File: src/rtl/sa_tile_sequencer_if.sv
// Host/controller-facing signal bundle of the tile sequencer.
// slave is the sequencer side, master is the host/datapath side.
interface sa_tile_sequencer_if #(
    parameter int NUM_COL              = 8,
    parameter int LOG2_SRAM_BANK_DEPTH = 10,
    parameter int CTRL_WIDTH           = 4,
    parameter int TILE_CNT_WIDTH       = 8
);
    logic                            i_start;
    logic [TILE_CNT_WIDTH-1:0]       i_num_tiles;
    logic [LOG2_SRAM_BANK_DEPTH-1:0] i_k_len;
    logic [LOG2_SRAM_BANK_DEPTH-1:0] i_top_base_addr;
    logic [LOG2_SRAM_BANK_DEPTH-1:0] i_left_base_addr;
    logic [NUM_COL-1:0]              i_sa_valid_down;
    logic [CTRL_WIDTH-1:0]           o_ctrl_state;
    logic [LOG2_SRAM_BANK_DEPTH-1:0] o_top_sram_rd_start_addr;
    logic [LOG2_SRAM_BANK_DEPTH-1:0] o_top_sram_rd_end_addr;
    logic [LOG2_SRAM_BANK_DEPTH-1:0] o_left_sram_rd_start_addr;
    logic [LOG2_SRAM_BANK_DEPTH-1:0] o_left_sram_rd_end_addr;
    logic [TILE_CNT_WIDTH-1:0]       o_tile_idx;
    logic                            o_busy;
    logic                            o_done;
    logic                            o_err;

    modport slave (
        input  i_start, i_num_tiles, i_k_len, i_top_base_addr, i_left_base_addr, i_sa_valid_down,
        output o_ctrl_state, o_top_sram_rd_start_addr, o_top_sram_rd_end_addr,
               o_left_sram_rd_start_addr, o_left_sram_rd_end_addr, o_tile_idx,
               o_busy, o_done, o_err
    );

    modport master (
        output i_start, i_num_tiles, i_k_len, i_top_base_addr, i_left_base_addr, i_sa_valid_down,
        input  o_ctrl_state, o_top_sram_rd_start_addr, o_top_sram_rd_end_addr,
               o_left_sram_rd_start_addr, o_left_sram_rd_end_addr, o_tile_idx,
               o_busy, o_done, o_err
    );
endinterface

File: src/rtl/sa_tile_sequencer.sv
// Walks a programmed number of output-stationary GEMM tiles, driving the systolic
// array controller state and per-tile SRAM read windows, with drain timeout detection.
module sa_tile_sequencer #(
    parameter int NUM_ROW              = 8,
    parameter int NUM_COL              = 8,
    parameter int LOG2_SRAM_BANK_DEPTH = 10,
    parameter int CTRL_WIDTH           = 4,
    parameter int TILE_CNT_WIDTH       = 8
) (
    input logic                clk,
    input logic                rst,
    sa_tile_sequencer_if.slave bus
);
    localparam int ADDR_W   = LOG2_SRAM_BANK_DEPTH;
    localparam int SKEW     = NUM_ROW + NUM_COL;
    localparam int TO_LIMIT = 4 * SKEW;
    localparam int CYC_W    = $clog2((1 << ADDR_W) + SKEW);
    localparam int TO_W     = $clog2(TO_LIMIT + 1);
    localparam int BEAT_W   = $clog2(NUM_ROW + 1);

    localparam logic [CTRL_WIDTH-1:0] CTRL_IDLE   = CTRL_WIDTH'(0);
    localparam logic [CTRL_WIDTH-1:0] CTRL_STEADY = CTRL_WIDTH'(1);
    localparam logic [CTRL_WIDTH-1:0] CTRL_DRAIN  = CTRL_WIDTH'(3);

    typedef enum logic [2:0] {
        S_IDLE   = 3'd0,
        S_LOAD   = 3'd1,
        S_STEADY = 3'd2,
        S_DRAIN  = 3'd3,
        S_DONE   = 3'd4
    } state_t;

    state_t                    state_r;
    logic [CTRL_WIDTH-1:0]     ctrl_state_r;
    logic [TILE_CNT_WIDTH-1:0] num_tiles_r;
    logic [ADDR_W-1:0]         k_len_r;
    logic [ADDR_W-1:0]         top_start_r;
    logic [ADDR_W-1:0]         top_end_r;
    logic [ADDR_W-1:0]         left_start_r;
    logic [ADDR_W-1:0]         left_end_r;
    logic [TILE_CNT_WIDTH-1:0] tile_idx_r;
    logic                      busy_r;
    logic                      done_r;
    logic                      err_r;
    logic [CYC_W-1:0]          cyc_cnt_r;
    logic [BEAT_W-1:0]         beat_cnt_r;
    logic [TO_W-1:0]           to_cnt_r;

    logic              cfg_bad_s;
    logic              beat_hit_s;
    logic              beats_done_s;
    logic              timeout_s;
    logic              last_tile_s;
    logic [CYC_W-1:0]  steady_last_s;
    logic              unused_valid_s;

    // Only the last column's down-valid marks a completed output row.
    assign beat_hit_s     = bus.i_sa_valid_down[NUM_COL-1];
    assign unused_valid_s = ^bus.i_sa_valid_down;
    assign cfg_bad_s      = (bus.i_num_tiles == TILE_CNT_WIDTH'(0)) || (bus.i_k_len == ADDR_W'(0));
    assign beats_done_s   = beat_hit_s && (beat_cnt_r == BEAT_W'(NUM_ROW - 1));
    assign timeout_s      = (to_cnt_r == TO_W'(TO_LIMIT - 1));
    assign last_tile_s    = (tile_idx_r == (num_tiles_r - TILE_CNT_WIDTH'(1)));
    assign steady_last_s  = CYC_W'(k_len_r) + CYC_W'(SKEW - 1);

    // Tile sequencing FSM; all host and controller outputs are registered here.
    always_ff @(posedge clk or posedge rst) begin
        if (rst) begin
            state_r      <= S_IDLE;
            ctrl_state_r <= CTRL_IDLE;
            num_tiles_r  <= TILE_CNT_WIDTH'(0);
            k_len_r      <= ADDR_W'(0);
            top_start_r  <= ADDR_W'(0);
            top_end_r    <= ADDR_W'(0);
            left_start_r <= ADDR_W'(0);
            left_end_r   <= ADDR_W'(0);
            tile_idx_r   <= TILE_CNT_WIDTH'(0);
            busy_r       <= 1'b0;
            done_r       <= 1'b0;
            err_r        <= 1'b0;
            cyc_cnt_r    <= CYC_W'(0);
            beat_cnt_r   <= BEAT_W'(0);
            to_cnt_r     <= TO_W'(0);
        end else begin
            case (state_r)
                S_IDLE: begin
                    if (bus.i_start) begin
                        num_tiles_r <= bus.i_num_tiles;
                        k_len_r     <= bus.i_k_len;
                        busy_r      <= 1'b1;
                        if (cfg_bad_s) begin
                            err_r   <= 1'b1;
                            done_r  <= 1'b1;
                            state_r <= S_DONE;
                        end else begin
                            err_r        <= 1'b0;
                            tile_idx_r   <= TILE_CNT_WIDTH'(0);
                            top_start_r  <= bus.i_top_base_addr;
                            top_end_r    <= bus.i_top_base_addr + bus.i_k_len;
                            left_start_r <= bus.i_left_base_addr;
                            left_end_r   <= bus.i_left_base_addr + bus.i_k_len;
                            state_r      <= S_LOAD;
                        end
                    end
                end
                S_LOAD: begin
                    cyc_cnt_r    <= CYC_W'(0);
                    ctrl_state_r <= CTRL_STEADY;
                    state_r      <= S_STEADY;
                end
                S_STEADY: begin
                    if (cyc_cnt_r == steady_last_s) begin
                        beat_cnt_r   <= BEAT_W'(0);
                        to_cnt_r     <= TO_W'(0);
                        ctrl_state_r <= CTRL_DRAIN;
                        state_r      <= S_DRAIN;
                    end else begin
                        cyc_cnt_r <= cyc_cnt_r + CYC_W'(1);
                    end
                end
                S_DRAIN: begin
                    to_cnt_r <= to_cnt_r + TO_W'(1);
                    if (beat_hit_s) begin
                        beat_cnt_r <= beat_cnt_r + BEAT_W'(1);
                    end
                    // A timeout still advances the sequence so the run always completes.
                    if (beats_done_s || timeout_s) begin
                        ctrl_state_r <= CTRL_IDLE;
                        if (!beats_done_s) begin
                            err_r <= 1'b1;
                        end
                        if (last_tile_s) begin
                            done_r  <= 1'b1;
                            state_r <= S_DONE;
                        end else begin
                            tile_idx_r   <= tile_idx_r + TILE_CNT_WIDTH'(1);
                            top_start_r  <= top_start_r + k_len_r;
                            top_end_r    <= top_end_r + k_len_r;
                            left_start_r <= left_start_r + k_len_r;
                            left_end_r   <= left_end_r + k_len_r;
                            state_r      <= S_LOAD;
                        end
                    end
                end
                S_DONE: begin
                    done_r  <= 1'b0;
                    busy_r  <= 1'b0;
                    state_r <= S_IDLE;
                end
                default: begin
                    ctrl_state_r <= CTRL_IDLE;
                    done_r       <= 1'b0;
                    busy_r       <= 1'b0;
                    state_r      <= S_IDLE;
                end
            endcase
        end
    end

    assign bus.o_ctrl_state              = ctrl_state_r;
    assign bus.o_top_sram_rd_start_addr  = top_start_r;
    assign bus.o_top_sram_rd_end_addr    = top_end_r;
    assign bus.o_left_sram_rd_start_addr = left_start_r;
    assign bus.o_left_sram_rd_end_addr   = left_end_r;
    assign bus.o_tile_idx                = tile_idx_r;
    assign bus.o_busy                    = busy_r;
    assign bus.o_done                    = done_r;
    assign bus.o_err                     = err_r;
endmodule

File: src/flat_wrapper.sv
// flat-port wrapper written by rule: the top's interface ports become plain ports
module sa_tile_sequencer_flat 
#(
    parameter int NUM_ROW              = 8,
    parameter int NUM_COL              = 8,
    parameter int LOG2_SRAM_BANK_DEPTH = 10,
    parameter int CTRL_WIDTH           = 4,
    parameter int TILE_CNT_WIDTH       = 8
)
  (clk, rst, bus_i_start, bus_i_num_tiles, bus_i_k_len, bus_i_top_base_addr, bus_i_left_base_addr, bus_i_sa_valid_down, bus_o_ctrl_state, bus_o_top_sram_rd_start_addr, bus_o_top_sram_rd_end_addr, bus_o_left_sram_rd_start_addr, bus_o_left_sram_rd_end_addr, bus_o_tile_idx, bus_o_busy, bus_o_done, bus_o_err);
  sa_tile_sequencer_if #(.NUM_COL(NUM_COL), .LOG2_SRAM_BANK_DEPTH(LOG2_SRAM_BANK_DEPTH), .CTRL_WIDTH(CTRL_WIDTH), .TILE_CNT_WIDTH(TILE_CNT_WIDTH)) bus_i ();
  input logic clk;
  input logic rst;
  input wire logic [$bits(bus_i.i_start)-1:0] bus_i_start;
  input wire logic [$bits(bus_i.i_num_tiles)-1:0] bus_i_num_tiles;
  input wire logic [$bits(bus_i.i_k_len)-1:0] bus_i_k_len;
  input wire logic [$bits(bus_i.i_top_base_addr)-1:0] bus_i_top_base_addr;
  input wire logic [$bits(bus_i.i_left_base_addr)-1:0] bus_i_left_base_addr;
  input wire logic [$bits(bus_i.i_sa_valid_down)-1:0] bus_i_sa_valid_down;
  output wire logic [$bits(bus_i.o_ctrl_state)-1:0] bus_o_ctrl_state;
  output wire logic [$bits(bus_i.o_top_sram_rd_start_addr)-1:0] bus_o_top_sram_rd_start_addr;
  output wire logic [$bits(bus_i.o_top_sram_rd_end_addr)-1:0] bus_o_top_sram_rd_end_addr;
  output wire logic [$bits(bus_i.o_left_sram_rd_start_addr)-1:0] bus_o_left_sram_rd_start_addr;
  output wire logic [$bits(bus_i.o_left_sram_rd_end_addr)-1:0] bus_o_left_sram_rd_end_addr;
  output wire logic [$bits(bus_i.o_tile_idx)-1:0] bus_o_tile_idx;
  output wire logic [$bits(bus_i.o_busy)-1:0] bus_o_busy;
  output wire logic [$bits(bus_i.o_done)-1:0] bus_o_done;
  output wire logic [$bits(bus_i.o_err)-1:0] bus_o_err;
  assign bus_i.i_start = bus_i_start;
  assign bus_i.i_num_tiles = bus_i_num_tiles;
  assign bus_i.i_k_len = bus_i_k_len;
  assign bus_i.i_top_base_addr = bus_i_top_base_addr;
  assign bus_i.i_left_base_addr = bus_i_left_base_addr;
  assign bus_i.i_sa_valid_down = bus_i_sa_valid_down;
  assign bus_o_ctrl_state = bus_i.o_ctrl_state;
  assign bus_o_top_sram_rd_start_addr = bus_i.o_top_sram_rd_start_addr;
  assign bus_o_top_sram_rd_end_addr = bus_i.o_top_sram_rd_end_addr;
  assign bus_o_left_sram_rd_start_addr = bus_i.o_left_sram_rd_start_addr;
  assign bus_o_left_sram_rd_end_addr = bus_i.o_left_sram_rd_end_addr;
  assign bus_o_tile_idx = bus_i.o_tile_idx;
  assign bus_o_busy = bus_i.o_busy;
  assign bus_o_done = bus_i.o_done;
  assign bus_o_err = bus_i.o_err;
  sa_tile_sequencer #(.NUM_ROW(NUM_ROW), .NUM_COL(NUM_COL), .LOG2_SRAM_BANK_DEPTH(LOG2_SRAM_BANK_DEPTH), .CTRL_WIDTH(CTRL_WIDTH), .TILE_CNT_WIDTH(TILE_CNT_WIDTH)) u_core (.clk(clk), .rst(rst), .bus(bus_i));
endmodule
File: config.mk
export PLATFORM = sky130hd
export DESIGN_NAME = sa_tile_sequencer_flat
export DESIGN_NICKNAME = d
export VERILOG_FILES = /design/src/rtl/sa_tile_sequencer_if.sv /design/src/rtl/sa_tile_sequencer.sv /design/src/flat_wrapper.sv
export SDC_FILE = /design/constraint.sdc
export NUM_CORES = 1
export LEC_CHECK = 0
export ABC_AREA = 1
export ABC_CLOCK_PERIOD_IN_PS = 4310
export CORE_UTILIZATION = 61
export DETAILED_ROUTE_END_ITERATION = 8
export PLACE_DENSITY = 0.87
export SLEW_MARGIN = 20
export SYNTH_ARGS = -nofsm -noshare
export SYNTH_HDL_FRONTEND = slang
export SYNTH_SLANG_ARGS = --single-unit
File: constraint.sdc
create_clock -name clk -period 4.31 [get_ports clk]
set_clock_uncertainty 0.15 [all_clocks]
set_input_delay 0.431 -clock clk [delete_from_list [all_inputs] [get_ports clk]]
set_output_delay 0.431 -clock clk [all_outputs]
set_load 0.01 [all_outputs]
==> metrics.csv <==
metric;value;unit
clk sink count;96;
Crit Path Class;flop to flop;
CTS tree;built;
die height;117;microns
startpoint class of the critical path;flop;
Total Wirelength;23000;microns
Ports;104;
most common cell after layout, fill and taps aside;nand2_1;
placer congestion estimate;0.951;
Port Buffers;94;
pre-CTS WS;0.811;ns
max cap viols;0;
worst vdd ir;594;uV
# diodes;0;
P per Cell Area;791;nW/um^2
Worst-Skew Late Latency;0.37;ns
HP Class;input pin to async pin;
period utilization;81.1;%
Worst slew margin;30.7;%
total CTS buffers;9;
vias post-DR;8296;
static leakage;4.85;nW
Synth warnings;0;
Slew Limit Fails;0;
htree depth;3;
DRC viols;0;
CP Data Required Time;4.40;ns
Final Setup Violations;0;
fin area;9440;sq um
post-cts resize count;0;
CP Capture Type;flop;
Routed Antenna Nets;0;
mapped cell area;8090;sq um
CTS Hold Buffers Added;0;
fin nets;1407;
Core ar.;12800;sq um
synthesized flop and latch total;96;
Highest Clock Rate;0.286;GHz
first-pass GRT wire length;36300;microns
Tmin final;3.49;ns
status;finished clean;
PnR worst setup slack;0.816;ns
wire per inst;15.6;microns
Avg Inst Size Synth;6.66;sq um
share of cells above drive strength 1;3.39;%
Area Growth Syn to Fin;16.6;%
Initial Util;63.4;%
dpl cells;1453;
GRT Total Usage;34.6;%
die area;13700;sq um
placed cell areas;9110;sq um
Max Root-Sink Buffers;2;
starting DRC count in detailed routing;723;
Final Hold Violating Endpoints;0;
Worst-path clk slew;0.08;ns
Synth area leaders;dfrtp_1, nand2_1, ha_1;
share of the synthesized area in the top cell type;29.7;%
Worst-Margin Slew;1.04;ns
fin cells;1469;
CP arrival;3.58;ns
Seq/Total Area, Yosys;29.7;%
Avg Vias per Cell;5.65;
vias in the first global route;7504;
Die X;117;microns
antenna violations before repair;0;
post-DP HPWL;16200;microns
Rows;41;
Mapped Cells;1215;
commonest non-fill, non-tap cells in the layout;nand2_1, nand3_1, inv_1, dfrtp_1, clkdlybuf4s50_1;
largest net degree at the start of global routing;55;
GR Overflow Total;0;
1st-pass router iterations;5;
setup_tns;0;ns
cell taking the most area after synthesis;dfrtp_1;
post-synth cell types;37;
root buffer cell;clkbuf_16;
RSZ-0062 raised after global routing;false;
crit path max fanout;49;
# Post-CTS Setup Buffers;0;
[registers in the layout, summed over array words and instances, names as in the netlist, 2 cells and up]
signal,count
u_core.k_len_r,10
u_core.bus.o_left_sram_rd_start_addr,10
u_core.bus.o_left_sram_rd_end_addr,10
u_core.bus.o_tile_idx,8
u_core.state_r,3
u_core.cyc_cnt_r,11
u_core.num_tiles_r,8
u_core.beat_cnt_r,4
u_core.to_cnt_r,7
u_core.bus.o_top_sram_rd_end_addr,10
u_core.bus.o_top_sram_rd_start_addr,10
u_core.bus.o_ctrl_state,2
[worst max-delay path: stages (launching register included)]
cell	delay, ns
dfrtp_1	0.41
inv_1	0.19
ha_1	0.27
inv_1	0.06
nand2_1	0.07
nand3_1	0.07
nand2_1	0.09
inv_2	0.03
nand3_1	0.06
nor2_1	0.07
nand2_1	0.09
nand2_2	0.07
nand2_2	0.05
buf_4	0.51
nand2_2	0.77
nand2_1	0.28
nand2_1	0.09
[routing by layer]
| metal | global-route usage, % | vias up | share of wire [%] | wire length, microns |
|---|---|---|---|---|
| met5 | 0 | - | 0 | 0 |
| met4 | 16.2 | 0 | 3.1 | 720 |
| met3 | 4.53 | 56 | 7.0 | 1600 |
| met2 | 55.4 | 302 | 45 | 10300 |
| met1 | 46.6 | 3820 | 45 | 10300 |
| li1 | - | 4118 | - | - |
[report_power, final]
| part | internal (mW) | total (mW) | leakage, nW | switching (mW) |
|---|---|---|---|---|
| logic | 1.85 | 4.81 | 3.49 | 2.96 |
| clock network | 0.530 | 0.910 | 0.161 | 0.380 |
| registers | 1.25 | 1.75 | 1.20 | 0.502 |
[Yosys cell counts]
master,instances
nand2_1,394
nand3_1,145
inv_1,126
dfrtp_1,96
nor2_1,92
o21ai_0,63
ha_1,60
a21oi_1,52
xor2_1,28
nand4_1,21
clkbuf_1,16
xnor2_1,15
nor3_1,14
a31oi_1,11
o21ai_1,10
buf_2,9
o21bai_1,8
fa_1,6
buf_6,5
nand2_2,5
or2_2,5
buf_4,4
inv_2,4
a21o_1,3
nand3b_1,3
nor4_1,3
o31ai_1,3
buf_1,2
mux2_2,2
mux2i_1,2
nor2_2,2
a211o_1,1
conb_1,1
nand2b_1,1
nor2_4,1
nor3_2,1
nor3b_1,1
[worst paths after layout]
kind	start	slack, ns	to	depth (start not counted)
setup / recovery	u_core.num_tiles_r[0]$_DFFE_PP0P_	0.82	u_core.bus.o_top_sram_rd_start_addr[0]$_DFFE_PP0P_	16
min in group clk	u_core.bus.o_ctrl_state[0]$_DFFE_PP0P_	0.33	u_core.bus.o_ctrl_state[0]$_DFFE_PP0P_	2
max in group asynchronous	rst	2.86	u_core.k_len_r[6]$_DFFE_PP0P_	3
hold reg to reg	u_core.bus.o_ctrl_state[0]$_DFFE_PP0P_	0.33	u_core.bus.o_ctrl_state[0]$_DFFE_PP0P_	2
setup reg to reg	u_core.num_tiles_r[0]$_DFFE_PP0P_	0.82	u_core.bus.o_top_sram_rd_start_addr[0]$_DFFE_PP0P_	16
hold / removal	rst	0.33	u_core.bus.o_tile_idx[3]$_DFFE_PP0P_	2
[cell type report]
type,count,area [sq um]
Timing Repair Buffer,101,993
Clock inverter,5,86.3
Sequential cell,96,2400
Tap cell,172,215
Fill cell,1042,3330
Clock buffer,11,243
Inverter,130,490
Multi-Input combinational cell,954,5010
[stage by stage]
step | utilization, % | hold slack, ns | total power [mW]
2_1_floorplan | - | 0.331 | 5.13
3_3_place_gp | 71.3 | 0.318 | 6.32
3_5_place_dp | 71.3 | 0.316 | 6.46
4_1_cts | 73.9 | 0.337 | 7.41
5_1_grt | 73.9 | 0.343 | 8.15
6_report | 73.9 | 0.325 | 7.47
[logic make-up after synthesis]
| family | synth area share, % |
|---|---|
| xor+xnor | 4.65 |
| compound gates | 9.99 |
| other cells | 0.0463 |
| simple gates | 35.9 |
| buf+inv | 8.49 |
| flops | 29.7 |
| mux | 0.526 |
| fa+ha+maj | 10.8 |
No activity file was read; power rests on OpenSTA's default activity.
